## src/rtl/soc2_uart_tx_arb.sv

```systemverilog
`default_nettype none
// ============================================================================
// Module   : soc2_uart_tx_arb
// Purpose  : Round-robin byte arbiter in front of the shared UART TX engine.
//            Two requesters (0 = CPU register path, 1 = debug console) each
//            offer one byte at a time. A per-byte lock keeps multi-byte
//            messages together, and a lock budget forces a periodic yield.
//            Each byte is launched with a one-cycle start pulse and tracked
//            through the engine's busy signal. An engine that never raises
//            busy is flagged with a sticky error.
// Revision : 1.0 - initial release
// ============================================================================
module soc2_uart_tx_arb #(
    parameter int START_TIMEOUT = 64,  // must be >= 2
    parameter int LOCK_MAX      = 16
) (
    input  logic       clk,
    input  logic       resetn,
    input  logic       req0_valid,
    input  logic [7:0] req0_data,
    input  logic       req0_lock,
    output logic       req0_ready,
    input  logic       req1_valid,
    input  logic [7:0] req1_data,
    input  logic       req1_lock,
    output logic       req1_ready,
    output logic       tx_start,
    output logic [7:0] tx_data,
    input  logic       tx_busy,
    output logic       grant_id,
    output logic       arb_busy,
    output logic       err_timeout,
    input  logic       err_clr
);

    // ------------------------------------------------------------------------
    // Constants
    // ------------------------------------------------------------------------
    localparam int c_to_w = $clog2(START_TIMEOUT + 1);
    localparam int c_lc_w = $clog2(LOCK_MAX + 1);

    // The counter is cleared in LAUNCH and reads 0 in the first WAIT_BUSY
    // cycle. Deciding the timeout when it reads START_TIMEOUT-2 makes the
    // registered error flag appear exactly START_TIMEOUT cycles after the
    // start pulse.
    localparam logic [c_to_w-1:0] c_to_last  = c_to_w'(START_TIMEOUT - 2);
    localparam logic [c_to_w-1:0] c_to_one   = c_to_w'(1);
    localparam logic [c_lc_w-1:0] c_lock_max = c_lc_w'(LOCK_MAX);
    localparam logic [c_lc_w-1:0] c_lc_one   = c_lc_w'(1);

    localparam logic [1:0] c_st_idle      = 2'd0;
    localparam logic [1:0] c_st_launch    = 2'd1;
    localparam logic [1:0] c_st_wait_busy = 2'd2;
    localparam logic [1:0] c_st_wait_done = 2'd3;

    // ------------------------------------------------------------------------
    // Registers
    // ------------------------------------------------------------------------
    logic [1:0]        r_state;
    logic [7:0]        r_tx_data;
    logic              r_grant_id;
    logic              r_last;
    logic              r_locked;
    logic [c_lc_w-1:0] r_lock_cnt;
    logic [c_to_w-1:0] r_to_cnt;
    logic              r_err_timeout;

    // ------------------------------------------------------------------------
    // Combinational signals
    // ------------------------------------------------------------------------
    logic [1:0] w_state_nxt;
    logic       w_lock_hold;   // lock currently restricts eligibility
    logic       w_owner_lock;  // lock input of the current owner
    logic       w_elig0;
    logic       w_elig1;
    logic       w_pick;        // winning requester index
    logic       w_accept;      // handshake this cycle
    logic       w_acc_lock;    // lock bit of the accepted byte
    logic       w_to_hit;      // start timeout fires this cycle

    // Arbitration: lock restricts eligibility to the owner unless the lock
    // budget is used up, in which case this arbitration is plain round-robin.
    always_comb begin
        w_lock_hold  = r_locked && (r_lock_cnt < c_lock_max);
        w_owner_lock = r_grant_id ? req1_lock : req0_lock;
        w_elig0      = req0_valid && !(w_lock_hold && r_grant_id);
        w_elig1      = req1_valid && !(w_lock_hold && !r_grant_id);
        w_pick       = 1'b0;
        if (w_elig0 && w_elig1) begin
            w_pick = ~r_last;
        end else begin
            w_pick = w_elig1;
        end
        w_accept   = (r_state == c_st_idle) && (w_elig0 || w_elig1);
        w_acc_lock = w_pick ? req1_lock : req0_lock;
    end

    // Ready is gated by reset so no requester sees an accept while held.
    assign req0_ready = resetn && w_accept && !w_pick;
    assign req1_ready = resetn && w_accept && w_pick;

    // State register.
    always_ff @(posedge clk or negedge resetn) begin
        if (!resetn) begin
            r_state <= c_st_idle;
        end else begin
            r_state <= w_state_nxt;
        end
    end

    // Next-state logic and timeout detection.
    always_comb begin
        w_state_nxt = r_state;
        w_to_hit    = 1'b0;
        case (r_state)
            c_st_idle: begin
                if (w_accept) begin
                    w_state_nxt = c_st_launch;
                end
            end
            c_st_launch: begin
                w_state_nxt = c_st_wait_busy;
            end
            c_st_wait_busy: begin
                if (tx_busy) begin
                    w_state_nxt = c_st_wait_done;
                end else if (r_to_cnt == c_to_last) begin
                    w_to_hit    = 1'b1;
                    w_state_nxt = c_st_idle;
                end
            end
            c_st_wait_done: begin
                if (!tx_busy) begin
                    w_state_nxt = c_st_idle;
                end
            end
            default: begin
                w_state_nxt = c_st_idle;
            end
        endcase
    end

    // Byte, grant and round-robin pointer capture on handshake only.
    always_ff @(posedge clk or negedge resetn) begin
        if (!resetn) begin
            r_tx_data  <= 8'h00;
            r_grant_id <= 1'b0;
            r_last     <= 1'b1;
        end else if (w_accept) begin
            r_tx_data  <= w_pick ? req1_data : req0_data;
            r_grant_id <= w_pick;
            r_last     <= w_pick;
        end
    end

    // Lock ownership and consecutive locked-byte budget.
    always_ff @(posedge clk or negedge resetn) begin
        if (!resetn) begin
            r_locked   <= 1'b0;
            r_lock_cnt <= '0;
        end else if (w_accept) begin
            if (w_acc_lock) begin
                r_locked   <= 1'b1;
                // A byte accepted under a still-valid lock extends the run;
                // anything else starts a fresh run of one.
                r_lock_cnt <= w_lock_hold ? (r_lock_cnt + c_lc_one) : c_lc_one;
            end else begin
                r_locked   <= 1'b0;
                r_lock_cnt <= '0;
            end
        end else if (w_to_hit) begin
            // Dropped byte ends any message in progress.
            r_locked   <= 1'b0;
            r_lock_cnt <= '0;
        end else if ((r_state == c_st_idle) && r_locked && !w_owner_lock) begin
            r_locked   <= 1'b0;
            r_lock_cnt <= '0;
        end
    end

    // Start timeout counter: cleared on launch, counts idle WAIT_BUSY cycles.
    always_ff @(posedge clk or negedge resetn) begin
        if (!resetn) begin
            r_to_cnt <= '0;
        end else if (r_state == c_st_launch) begin
            r_to_cnt <= '0;
        end else if ((r_state == c_st_wait_busy) && !tx_busy && !w_to_hit) begin
            r_to_cnt <= r_to_cnt + c_to_one;
        end
    end

    // Sticky timeout flag; a simultaneous set overrides the clear.
    always_ff @(posedge clk or negedge resetn) begin
        if (!resetn) begin
            r_err_timeout <= 1'b0;
        end else if (w_to_hit) begin
            r_err_timeout <= 1'b1;
        end else if (err_clr) begin
            r_err_timeout <= 1'b0;
        end
    end

    assign tx_start    = (r_state == c_st_launch);
    assign tx_data     = r_tx_data;
    assign grant_id    = r_grant_id;
    assign arb_busy    = (r_state != c_st_idle);
    assign err_timeout = r_err_timeout;

endmodule
`default_nettype wire

```

## config.mk

```make
export PLATFORM = sky130hd
export DESIGN_NAME = soc2_uart_tx_arb
export DESIGN_NICKNAME = d
export VERILOG_FILES = /design/src/rtl/soc2_uart_tx_arb.sv
export SDC_FILE = /design/constraint.sdc
export NUM_CORES = 1
export LEC_CHECK = 0
export BUFFER_PORTS_ARGS = -buffer_cell sky130_fd_sc_hd__buf_2
export CORE_MARGIN = 8
export CORE_UTILIZATION = 51
export DETAILED_ROUTE_END_ITERATION = 8
export GPL_TIMING_DRIVEN = 0
export PLACE_DENSITY = 0.78
export SLEW_MARGIN = 30
export SYNTH_ARGS = -nofsm -noshare
export SYNTH_HDL_FRONTEND = slang
export SYNTH_SLANG_ARGS = --single-unit
```

## constraint.sdc

```tcl
create_clock -name clk -period 2.1 [get_ports clk]
set_input_delay 0.21 -clock clk [delete_from_list [all_inputs] [get_ports clk]]
set_output_delay 0.21 -clock clk [all_outputs]
set_load 0.03 [all_outputs]
```

# After elaboration in Yosys (flattened, before gate mapping)
# Index checks and enable logic that the tools add are counted.
# classes
add_sub_neg	2
n_lt_le_gt_ge	1
eq_ne	7
muxes	25
n_bitwise	1
n_reduce_logical	28
# op_table
cell	n
two-way mux 5 bit	5
logical AND 1 bit	14
two-way mux 7 bit	2
two-way mux 1 bit	12
two-way mux 2 bit	4
two-way mux 8 bit	1
case mux 2 bit (4 select lines)	1
adder 7 x 1 -> 7 bit (second input constant)	1
== test 7 x 6 -> 1 bit (second input constant)	1
zero test 1 bit	7
nonzero test 2 bit	3
adder 5 x 1 -> 5 bit (second input constant)	1
less-than comparator 5 bit (second input constant)	1
== test 2 bit (second input constant)	2
inequality test 2 bit (second input constant)	2
inequality test 3 bit (second input constant)	1
AND reduction 3 bit	1
nonzero test 3 bit	1
== test 2 x 1 -> 1 bit (second input constant)	1
zero test 2 bit	1
logical OR 1 bit	1
NOT 1 bit	1
# totals
regBits	26
wordCells	72

# Longest topological paths before layout
# Gate-level depths: netlist of the first run.
# depth
ltp_word	10
ltp_mapped	7
mapped_depth_nobuf	6

# Worst setup path after synthesis of the first run
# No wires, ideal clock.
# synth_timing
path_kind	register -> output
startpoint	register r_grant_id, in the netlist grant_id
endpoint	output port req1_ready
arrival_ps	1614
t_required_ps	1890
setup_slack_ps	276
path_stages_with_launch	6
path_buffers	1
path_cell_list	dfrtp_1 > mux2_2 > o221a_2 > buf_2 > nand2_1 > nor2_1
# synth_via
elab_chain_cells	8
# synth_lines
item	line_no	text
start, declared	61	logic r_grant_id;
start signal, assigned	151	r_grant_id <= w_pick;
zero test 1 bit	87	w_elig1 = req1_valid && !(w_lock_hold && !r_grant_id);
logical AND 1 bit	87	
zero test 1 bit	87	
logical AND 1 bit	87	
logical OR 1 bit	94	w_accept = (r_state == c_st_idle) && (w_elig0 || w_elig1);
logical AND 1 bit	94	
logical AND 1 bit	100	assign req1_ready = resetn && w_accept && w_pick;
logical AND 1 bit *	100	
end, declared	26	output logic req1_ready,
# Every way passes the cells marked *; elsewhere a longest branch is shown, timed or not.

# Worst setup path after layout of the first run
# layout_timing
startpoint	register r_locked
endpoint	output port req1_ready
# layout_via
elab_chain_cells	8
# layout_lines
item	line_no	text
start, declared	63	logic r_locked;
start signal, assigned	159	r_locked <= 1'b0;
start signal, assigned	163	r_locked <= 1'b1;
start signal, assigned	168	r_locked <= 1'b0;
logical AND 1 bit *	84	w_lock_hold = r_locked && (r_lock_cnt < c_lock_max);
logical AND 1 bit, on equally long branches	86, 87	
zero test 1 bit, on equally long branches	86, 87	
logical AND 1 bit, on equally long branches	86, 87	
logical OR 1 bit	94	
logical AND 1 bit	94	
logical AND 1 bit	100	
logical AND 1 bit *	100	
# Marks and branches as above.

==> summary.txt, run 1 <==
============================================================================================
Area share of fa/ha/maj cells after synthesis                                         2.676%
Width of the chip                                                                   68.44 µm
HPWL reported at the end of detailed placement                                      2.523 mm
Detailed-route via count                                                               1,222
Slew at the pin with the worst max-slew slack                                       595.0 ps
Share of layout cells above drive strength 1                                          34.72%
Via/cell ratio                                                                         5.455
Compound-cell area share of the yosys netlist                                         16.95%
Final period util                                                                     96.21%
Area of the mapped netlist                                                          1403 µm²
Routability Congestion                                                                0.7466
Worst IR Drop VDD                                                                0.0008946 V
Average footprint of a synthesized cell                                            9.877 µm²
Worst-case setup slack after placement                                              314.9 ps
Post-synthesis mux area share                                                         8.118%
IO Port Bufs                                                                              37
Cell chosen for the clock root                                                      clkbuf_4
Min cycle time layout                                                                2020 ps
DRT Pass-1 Iters                                                                           7
Total area of sequential cells                                                     653.1 µm²
Logic depth of the worst register-to-register path                                         6
Worst hold endpoint                                                              err_timeout
Placeable core region                                                               2686 µm²
Crit path max fanout                                                                      10
Leading cell type in the layout, fill and taps excluded                                buf_2
Cell type of the slowest stage on the worst timing path                              dfrtp_1
Yosys cell types                                                                          40
Starting density of the core                                                          52.21%
Number of hold-slack violations in the final timing report                                 0
Basic-gate share of the synthesized area counting and, or, nand and nor cells         19.00%
Pwr dens                                                                         1225 nW/µm²
Register-to-register setup slack                                                      440 ps
Synth Area in XOR/XNOR                                                                2.498%
Post-synthesis net count                                                                 169
Nets                                                                                     221
Worst Setup Start Kind                                                              register
Critical path's top delay family                                                simple AND/OR/NAND/NOR gates
Floorplan row count                                                                       19
Total count of max-transition violations in the final report                               0
Total Die Area                                                                      4684 µm²
Flops & latches, synth                                                                    26
Data required time of the worst path                                                 1890 ps
Area grow syn2layout                                                                  26.58%
H-tree level count                                                                         1
Clock tree from TritonCTS                                                              built
Total overflow reported by the global router                                               0
Cell-by-cell trace of the critical path                                         or2b_4 > o221a_4 > clkbuf_4 > nand2_1 > nor2_1 > buf_2
Worst slew margin                                                                     60.33%
Antenna violations before repair                                                           0
Total power                                                                       0.002175 W
Share of the yosys chip area belonging to registers                                   46.48%
Clock-pin transition on the worst setup and hold timing paths                         140 ps
Number of CTS-inserted buffers                                                             3
Endpoint class of the critical path                                             primary output
Synthesized netlist cell count                                                           142
Antenna fix cells                                                                          0
# setup viols final                                                                        0
Crit Path Class                                                                   reg -> out
Fillcell total                                                                           231
Worst path max stage delay                                                            430 ps
Largest net degree at the start of global routing                                         29
Die height                                                                          68.44 µm
Via count of the first global-routing pass                                             1,230
Combined buffer and inverter count along the critical path                                 2
Capturing point of the worst reg2reg path                                         tx_data[6]
Final routed wire length divided by cell count                                      15.22 µm
Leakage                                                                            0.8789 nW
Multi-input combinational cell area                                                711.9 µm²
Max capacitance violation total                                                            0
Maximum clock rate                                                                0.4949 GHz
1st-iter DRT viols                                                                        70
Wire length of the first global-routing pass                                        5.409 mm
Count of antenna-violating nets left after detailed routing                                0
Startpoint of the lowest-slack register-to-register path                            grant_id
Final WL                                                                            3.409 mm
Final WS setup                                                                      79.56 ps
Startpoint of the worst hold path                                                    err_clr
Number of cells on the worst hold path                                                     2
DRC violations left                                                                        0
Insertion delay to the later sink of the worst-skew pair                              310 ps
Dominant combinational cell family by area after synthesis                      simple AND/OR/NAND/NOR gates
Setup_tns                                                                               0 ps
Maximum count of clock buffers along a single path                                         2
Worst Hold Margin                                                                   73.45 ps
Class of the most critical hold timing path                                        in -> reg
Endpoint arrival time on the critical path                                           1810 ps
Synth warn                                                                                 0
Top-level I/O count                                                                       38
Global routing usage summed across all routing layers                                 14.78%
Run status                                                                      finished clean
Setup clock skew after layout                                                       8.060 ps
Clk sink count                                                                            26
Most used cells in the layout excluding fill and tap cells                      buf_2 (38), dfrtp_1 (24), nor2_1 (11), a21oi_1 (11), nand2_1 (10)
============================================================================================
[per-layer routing]
layer  vias to the layer above  routed length, µm  part of all wire [%]  track usage (%)
li1                        617                  -                     -                -
met1                       583               1460                    43            17.45
met2                        20               1819                    53            25.90
met3                         2                113                   3.3            3.437
met4                         0                 16                  0.47            4.348
met5                         -                  0                     0                0
[cell families (layout without fill, tap and decap cells)]
kind of cell | Yosys count | in the layout
AOI/OAI and AO/OA | 35 | 35
xor gates and xnor gates | 4 | 4
adders and majority gates | 3 | 3
buffers and inverters | 12 | 63
DFF | 26 | 26
muxes | 11 | 11
and+or+nand+nor | 51 | 51
[worst max path at each step]
stage | start | end | slack, ps | depth (start not counted)
floorplan | grant_id | req1_ready | 280 | 5
global placement | grant_id | req0_ready | 350 | 5
detailed placement | grant_id | req0_ready | 310 | 5
CTS | grant_id | req0_ready | 0.9 | 5
global route | r_lock_cnt[4] | req0_ready | -3 | 5
finish | r_locked | req1_ready | 80 | 6
[final cells by class]
type / instances / share of cell area (%)
Buffer: 5 / 2.255
Clock buffer: 4 / 2.044
Inverter: 7 / 1.480
Multi-Input combinational cell: 104 / 40.10
Sequential cell: 26 / 36.79
Tap cell: 31 / 2.185
Timing Repair Buffer: 47 / 15.15
[cells in the mapped netlist]
library cell / number / area, µm²
or2b_1: 1 / 7.510
nand3b_1: 1 / 7.510
inv_1: 7 / 26.28
nand4_1: 3 / 18.77
and2_1: 1 / 6.260
nand3_1: 8 / 40.04
or2_1: 1 / 6.260
o221a_2: 1 / 11.26
dfstp_2: 1 / 26.28
buf_4: 1 / 7.510
dfrtp_1: 25 / 625.6
nor3_1: 4 / 20.02
a21o_1: 2 / 15.01
mux2i_1: 8 / 80.08
buf_6: 1 / 11.26
nand2b_1: 1 / 6.260
or3_1: 1 / 6.260
o21ai_1: 2 / 10.01
and3b_1: 1 / 8.760
o31ai_1: 2 / 15.01
xnor2_1: 2 / 17.52
o211ai_2: 1 / 12.51
nor2b_1: 1 / 6.260
mux2_2: 3 / 33.78
nand2_1: 10 / 37.54
nor3b_2: 1 / 12.51
a21oi_1: 11 / 55.05
o221ai_1: 1 / 8.760
and4b_1: 1 / 10.01
nor2_1: 12 / 45.04
o21ai_0: 8 / 40.04
ha_1: 3 / 37.54
o2111a_1: 1 / 11.26
o2111ai_1: 1 / 8.760
a311oi_2: 1 / 15.01
and3_1: 3 / 18.77
or3b_1: 1 / 8.760
a22o_1: 4 / 35.03
buf_2: 3 / 15.01
xor2_1: 2 / 17.52
[registers in the layout, indices dropped and copies added, names as in the netlist]
register     flops
err_timeout      1
grant_id         1
r_last           1
r_lock_cnt       5
r_locked         1
r_state          2
r_to_cnt         7
tx_data          8
[timing repair]
item,4_1_cts,5_1_grt
endpoints found under the setup margin,2,2
buffers inserted,0,9
hold buffers,1,0
endpoints found under the hold margin,25,0
resized for setup,5,5
[power breakdown]
group,switching (W),leakage (nW),internal [W]
registers,0.000129,0.325,0.000661
logic,0.000678,0.533,0.000462
clock network,0.000140,0.0210,0.000106
total,0.000947,0.879,0.00123
[metrics by stage]
stage	cell area, µm²	util (%)	instances
floorplan	1403	-	142
global placement	1627	60.55	210
detailed placement	1627	60.55	210
CTS	1687	62.79	215
global route	1775	66.09	224
finish	1775	66.09	224
Note: power is estimated with default switching activity, not from simulation.
==> run 2: changes to the inputs <==
- ABC_AREA: default -> 1
- CORE_UTILIZATION: 51 -> 52
- PLACE_DENSITY: 0.78 -> 0.79
- REMOVE_ABC_BUFFERS: default -> 1
==> run 2 against run 1 <==
Effect of this change:
- cell count rose by 20%
- combinational power about the same
- worst hold slack worse by 42 ps
- routed wire length shrank 0.35%
- sequential share of layout area increased by 0.32 points
- sequential power grew 2%
- flip-flop and latch count unchanged
- core utilization decreased by 1.8 points
- worst setup slack gained 33 ps
- register-to-register slack improved by 120 ps
- first-iteration DRC count is 80% higher
- cell area fell by 1.1%
- critical endpoint is now req0_ready
- highest routed layer unchanged
==> summary.txt, run 2 <==
==============================================================================
Floorplan row count                                                         19   unchanged
Total Die Area                                                        4809 µm²   +2.7%
Insertion delay to the later sink of the worst-skew pair                330 ps   +20 ps
Nets                                                                       265   +20%
Finished Layout Cells                                                      268   +20%
Antenna violations before repair                                             0   unchanged
Maximum clock rate                                                  0.5033 GHz   +1.7%
DRC violations left                                                          0   unchanged
# setup viols final                                                          0   unchanged
Placed Cells                                                               261   +24%
Cell-by-cell trace of the critical path                           inv_2 > nand3_1 > nand2_2 > a21oi_4 > inv_4 > nor3_2 > buf_2
Placeable core region                                                 2734 µm²   +1.8%
Maximum count of clock buffers along a single path                           2   unchanged
Most used cells in the layout excluding fill and tap cells        nand2_1 (57), buf_2 (35), dfrtp_1 (25)
Async set-reset flop share out of synthesis                             100.0%   unchanged
Leading cell type in the layout, fill and taps excluded                nand2_1
Clk sink count                                                              26   unchanged
Die height                                                            69.35 µm   +1.3%
Cell chosen for the clock root                                        clkbuf_4
Crit path max fanout                                                        16   +6
Critical path endpoint                                              req0_ready
Worst setup path startpoint                                           grant_id
H-tree level count                                                           1   unchanged
Via/cell ratio                                                           5.149   -5.6%
Class of the most critical hold timing path                          in -> reg
Setup_tns                                                                 0 ps   unchanged
Total overflow reported by the global router                                 0   unchanged
Area of the mapped netlist                                            1480 µm²   +5.5%
Post-placement cell area                                              1674 µm²   +2.9%
Worst Setup Start Kind                                                register
Total power                                                         0.002275 W   +4.6%
Cell type of the slowest stage on the worst timing path                dfrtp_1
Clock tree from TritonCTS                                                built
Min cycle time layout                                                  1987 ps   -33.45 ps
DRT Pass-1 Iters                                                             4   -3
Wire length of the first global-routing pass                          6.016 mm   +11%
Total count of max-transition violations in the final report                 0   unchanged
Worst-case setup slack after placement                                261.9 ps   -52.99 ps
Synthesized netlist cell count                                             196   +38%
Leading cell types by total area after synthesis                  dfrtp_1 (42%), nand2_1 (14%), inv_1 (6.1%)
Register-to-register setup slack                                        560 ps   +120 ps
Number of CTS-inserted buffers                                               3   unchanged
Final WS setup                                                        113.0 ps   +33.45 ps
Setup clock skew after layout                                         13.46 ps   +5.399 ps
Detailed-route via count                                                 1,380   +13%
Top-level I/O count                                                         38   unchanged
Worst slew margin                                                       66.52%   +6.2 points
Endpoint arrival time on the critical path                             1780 ps   -30 ps
Worst path max stage delay                                              450 ps   +20 ps
Yosys cell types                                                            27   -33%
Leakage                                                              0.9362 nW   +6.5%
Endpoint class of the critical path                               primary output
1st-iter DRT viols                                                         126   +80%
Capturing point of the worst reg2reg path                         r_lock_cnt[3]
Global routing usage summed across all routing layers                   14.58%   -0.20 points
Cell with the most instances after synthesis                           nand2_1
Final period util                                                       94.62%   -1.6 points
Dominant register cell in the synthesized netlist                      dfrtp_1
Clock-pin transition on the worst setup and hold timing paths           150 ps   about the same
Largest net degree at the start of global routing                           28   -3.4%
Area grow syn2layout                                                    18.68%
Worst IR Drop VDD                                                  0.0007937 V   -11%
Pwr dens                                                           1295 nW/µm²   +5.7%
Share of the yosys chip area belonging to registers                     44.04%   -2.4 points
Data required time of the worst path                                   1890 ps   about the same
Run status                                                        finished clean
Average footprint of a synthesized cell                              7.552 µm²   -24%
IO Port Bufs                                                                37   unchanged
Most numerous cell types in the synthesized netlist               nand2_1 (57), dfrtp_1 (25), inv_1 (24), nor2_1 (21), nand3_1 (14)
Number of flip-flops in the largest register                                 8   unchanged
Most area-hungry cell type in the Yosys netlist                        dfrtp_1
Width of the chip                                                     69.35 µm   +1.3%
Logic depth of the worst register-to-register path                           7   +1
Flops & latches, synth                                                      26   unchanged
Share of layout cells above drive strength 1                            24.89%   -9.8 points
Slew at the pin with the worst max-slew slack                         502.3 ps   -92.77 ps
Number of hold-slack violations in the final timing report                   0   unchanged
Startpoint of the lowest-slack register-to-register path           r_to_cnt[0]
Antenna fix cells                                                            0   unchanged
Starting density of the core                                            54.14%   +1.9 points
HPWL reported at the end of detailed placement                        2.456 mm   -2.6%
Count of antenna-violating nets left after detailed routing                  0   unchanged
Crit Path Class                                                     reg -> out
Final WL                                                              3.397 mm   -0.35%
RSZ-0062 raised after global routing                                     false
Max capacitance violation total                                              0   unchanged
Final routed wire length divided by cell count                        12.68 µm   -17%
Proportion of netlist area held by the largest area contributor         42.27%   -2.3 points
Routability Congestion                                                  0.8043   +7.7%
Synth warn                                                                   0   unchanged
Via count of the first global-routing pass                               1,407   +14%
Post-synth EDFFs                                                             0   unchanged
Cell area after layout                                                1757 µm²   -1.1%
==============================================================================
-- run 2: cell count changes in the layout (fill, tap and decap cells not counted), moves of 7 or more --
cell | previous run | this run
nand2_1 | 10 | 57
inv_1 | 7 | 24
nor2_1 | 11 | 21
a21oi_1 | 11 | 3
mux2i_1 | 8 | 0
buf_4 | 9 | 2
-- run 2: through the flow --
| stage | hold slack (ps) | utilization, % |
|---|---|---|
| floorplan | -85.59 | - |
| global placement | 242.6 | 61.24 |
| detailed placement | 252.3 | 61.24 |
| CTS | 32.83 | 64.07 |
| global route | 19.24 | 64.26 |
| finish | 31.60 | 64.26 |
-- run 2: area by class of cell --
| class | count | area [µm²] |
|---|---|---|
| clock buffers | 3 | 22.52 |
| clock inverters | 1 | 30.03 |
| fillers | 246 | 977.2 |
| inverters | 28 | 107.6 |
| multi-input cells | 139 | 690.7 |
| flip-flops and latches | 26 | 651.9 |
| well taps | 31 | 38.79 |
| repair buffers | 40 | 215.2 |
-- run 2: per-layer routing --
layer,share of wire (%),routed length (µm),vias up,GRT usage [%]
met5,0,0,-,0
met4,1.5,51,0,4.784
met3,5.2,175,5,3.577
met2,47,1587,37,25.31
met1,47,1582,633,16.96
li1,-,-,705,-
-- run 2: what timing repair did --
action	in CTS	in global routing
hold buffers	1	0
hold endpoints to repair	25	0
setup buffers	2	0
endpoints found under the setup margin	2	2
resized for setup	0	2
pin swaps	1	0
-- run 2: cells by family (layout without fill, tap and decap cells) --
kind of cell | count (synthesis) | count (layout) | share of synthesized area (%)
compound gates | 23 | 23 | 9.468
xor+xnor | 3 | 3 | 1.775
fa+ha+maj | 3 | 3 | 2.536
buf+inv | 31 | 72 | 9.299
flops | 26 | 26 | 44.04
simple gates | 110 | 110 | 32.88
-- run 2: how the worst min path moves through the flow --
stage	from	endpoint	cells after the start	slack, ps
after floorplan	resetn	err_timeout	0	-90
after global placement	resetn	tx_data[2]	1	240
after detailed placement	resetn	tx_data[2]	1	250
after CTS	err_clr	err_timeout	2	30
after global routing	err_clr	err_timeout	2	20
final	err_clr	err_timeout	2	30
-- run 2: power by group --
part / total, W / internal [W] / switching [W]
Sequential: 0.000806 / 0.000669 / 0.000137
Combinational: 0.00112 / 0.000346 / 0.000771
Clock: 0.000352 / 0.000193 / 0.000159
Total: 0.00227 / 0.00121 / 0.00107
-- run 2: worst max-delay path: cells and delay by family, from the launching register on --
family                 cells  cell delay, ps
flip-flops                 1             450
buffers and inverters      3             430
AO/OA/AOI/OAI              1             260
AND/OR/NAND/NOR            3             310
==> run 3: changes to the inputs <==
- ABC_AREA: 1 -> default
- CORE_UTILIZATION: 52 -> 51
- PLACE_DENSITY: 0.79 -> 0.78
==> run 3 against run 2 <==
Effect of this change:
- clock skew fell by 6.3 ps
- global-route usage is 0.26 points higher
- combinational power fell by 4%
- count of clock-buffer cells in the layout is 1 higher
- sequential power is 0.9% lower
- fmax fell by 0.21%
- cell area down 1.4%
- critical endpoint unchanged
==> summary.txt, run 3 (same netlist as run 1, synthesis figures left out) <==
============================================================================
Fraction of met1 tracks used by global routing                        18.90%   +1.9 points
Class of the most critical hold timing path                        in -> reg
Placed Cells                                                             205   -21%
Top-level I/O count                                                       38   unchanged
Maximum clock rate                                                0.5022 GHz   -0.21%
Routability Congestion                                                0.8800   +9.4%
Antenna fix cells                                                          0   unchanged
Gr busiest metal                                                        met2
Maximum count of clock buffers along a single path                         2   unchanged
Via count of the first global-routing pass                             1,170   -17%
Capturing point of the worst reg2reg path                        r_to_cnt[4]
Crit Path Class                                                   reg -> out
Width of the chip                                                   68.44 µm   -1.3%
Share of layout cells above drive strength 1                          32.43%   +7.5 points
Number of flip-flops in the largest register                               8   unchanged
Largest net degree at the start of global routing                         29   +3.6%
Worst-case setup slack after placement                              39.76 ps   -222.2 ps
Worst Hold Margin                                                   66.16 ps   +34.56 ps
Leakage                                                            0.8436 nW   -9.9%
Register-to-register setup slack                                      300 ps   -260 ps
Endpoint class of the critical path                             primary output
Total Die Area                                                      4684 µm²   -2.6%
Finished Layout Cells                                                    216   -19%
Global routing usage summed across all routing layers                 14.84%   +0.26 points
Placeable core region                                               2686 µm²   -1.7%
1st-iter DRT viols                                                       144   +14%
Clk sink count                                                            26   unchanged
Logic depth of the worst register-to-register path                         6   -1
Clock-pin transition on the worst setup and hold timing paths         140 ps   about the same
Run status                                                      finished clean
H-tree level count                                                         1   unchanged
Area grow syn2layout                                                  23.46%
# setup viols final                                                        0   unchanged
Final WS setup                                                      108.8 ps   -4.192 ps
Max capacitance violation total                                            0   unchanged
Floorplan row count                                                       19   unchanged
Pwr dens                                                         1232 nW/µm²   -4.9%
Met3 usage                                                            3.110%   -0.47 points
Setup clock skew after layout                                       7.209 ps   -6.250 ps
Min cycle time layout                                                1991 ps   +4.192 ps
Via/cell ratio                                                         5.750   +12%
RSZ-0062 raised after global routing                                   false
Wire length of the first global-routing pass                        5.375 mm   -11%
Die height                                                          68.44 µm   -1.3%
Final WL                                                            3.427 mm   +0.88%
DRT Pass-1 Iters                                                           4   unchanged
Clock tree from TritonCTS                                              built
DRC violations left                                                        0   unchanged
Antenna violations before repair                                           0   unchanged
Cell chosen for the clock root                                      clkbuf_4
IO Port Bufs                                                              37   unchanged
Leading cell type in the layout, fill and taps excluded                buf_2
Crit path max fanout                                                       6   -10
Number of CTS-inserted buffers                                             3   unchanged
Count of antenna-violating nets left after detailed routing                0   unchanged
HPWL reported at the end of detailed placement                      2.372 mm   -3.4%
Startpoint of the lowest-slack register-to-register path         r_to_cnt[0]
GR met2 Demand/Resource                                               24.51%   -0.80 points
Worst setup path startpoint                                         grant_id
Final routed wire length divided by cell count                      15.87 µm   +25%
Total overflow reported by the global router                               0   unchanged
Endpoint arrival time on the critical path                           1780 ps   about the same
Worst slew margin                                                     60.06%   -6.5 points
Number of hold-slack violations in the final timing report                 0   unchanged
Setup_tns                                                               0 ps   unchanged
Total count of max-transition violations in the final report               0   unchanged
Most used cells in the layout excluding fill and tap cells      buf_2 (37), dfrtp_1 (24), nor2_1 (11), a21oi_1 (11), nand2_1 (10)
Worst Setup Start Kind                                              register
Slew at the pin with the worst max-slew slack                       599.1 ps   +96.84 ps
Detailed-route via count                                               1,242   -10%
Nets                                                                     213   -20%
Starting density of the core                                          52.21%   -1.9 points
Worst IR Drop VDD                                                0.0009539 V   +20%
Final period util                                                     94.82%   +0.20 points
Insertion delay to the later sink of the worst-skew pair              320 ps   about the same
Data required time of the worst path                                 1890 ps   about the same
Critical path endpoint                                            req0_ready
============================================================================
## run 3: how the worst min path moves through the flow
| stage | depth (start not counted) | startpoint | slack, ps | to |
|---|---|---|---|---|
| 3_5_place_dp | 1 | resetn | 250 | r_lock_cnt[3] |
| 3_3_place_gp | 1 | resetn | 250 | r_lock_cnt[0] |
| 5_1_grt | 2 | err_clr | 50 | err_timeout |
| 2_1_floorplan | 0 | resetn | -90 | err_timeout |
| 4_1_cts | 2 | err_clr | 60 | err_timeout |
| 6_report | 2 | err_clr | 70 | err_timeout |
## run 3: cell type report
cell class | count | area, µm²
inverter | 7 | 26.28
fill | 229 | 954.7
clock buffer | 4 | 36.28
timing repair buffer | 43 | 232.7
tap | 31 | 38.79
multi-input combinational | 105 | 744.5
sequential | 26 | 653.1
## run 3: worst max-delay path: stages, from the launching register on
cell,delay [ps]
dfrtp_2,470
mux2_4,340
o221a_4,280
and3_1,190
buf_2,170
## run 3: through the flow
stage | power [W] | util [%] | instance area, µm²
3_5_place_dp | 0.001739 | 59.29 | 1593
4_1_cts | 0.002035 | 62.27 | 1673
3_3_place_gp | 0.001694 | 59.29 | 1593
2_1_floorplan | 0.001460 | - | 1369
6_report | 0.002133 | 64.46 | 1732
5_1_grt | 0.002293 | 64.46 | 1732
## run 3: routing by layer
metal / vias to the layer above / wire [µm]
li1: 600 / -
met1: 604 / 1426
met2: 32 / 1777
met3: 6 / 163
met4: 0 / 59
met5: - / 0
## run 3: timing repair
action | CTS | global route
buffers inserted | 2 | 3
setup endpoints to repair | 2 | 8
gates cloned | 0 | 1
hold buffers | 1 | 0
pin swaps | 1 | 1
gates resized for setup | 3 | 6
hold endpoints to repair | 25 | 0
## run 3: power breakdown
part | total (W) | internal [W] | switching (W)
combinational | 0.00108 | 0.000402 | 0.000682
sequential | 0.000799 | 0.000661 | 0.000138
clock | 0.000250 | 0.000106 | 0.000144
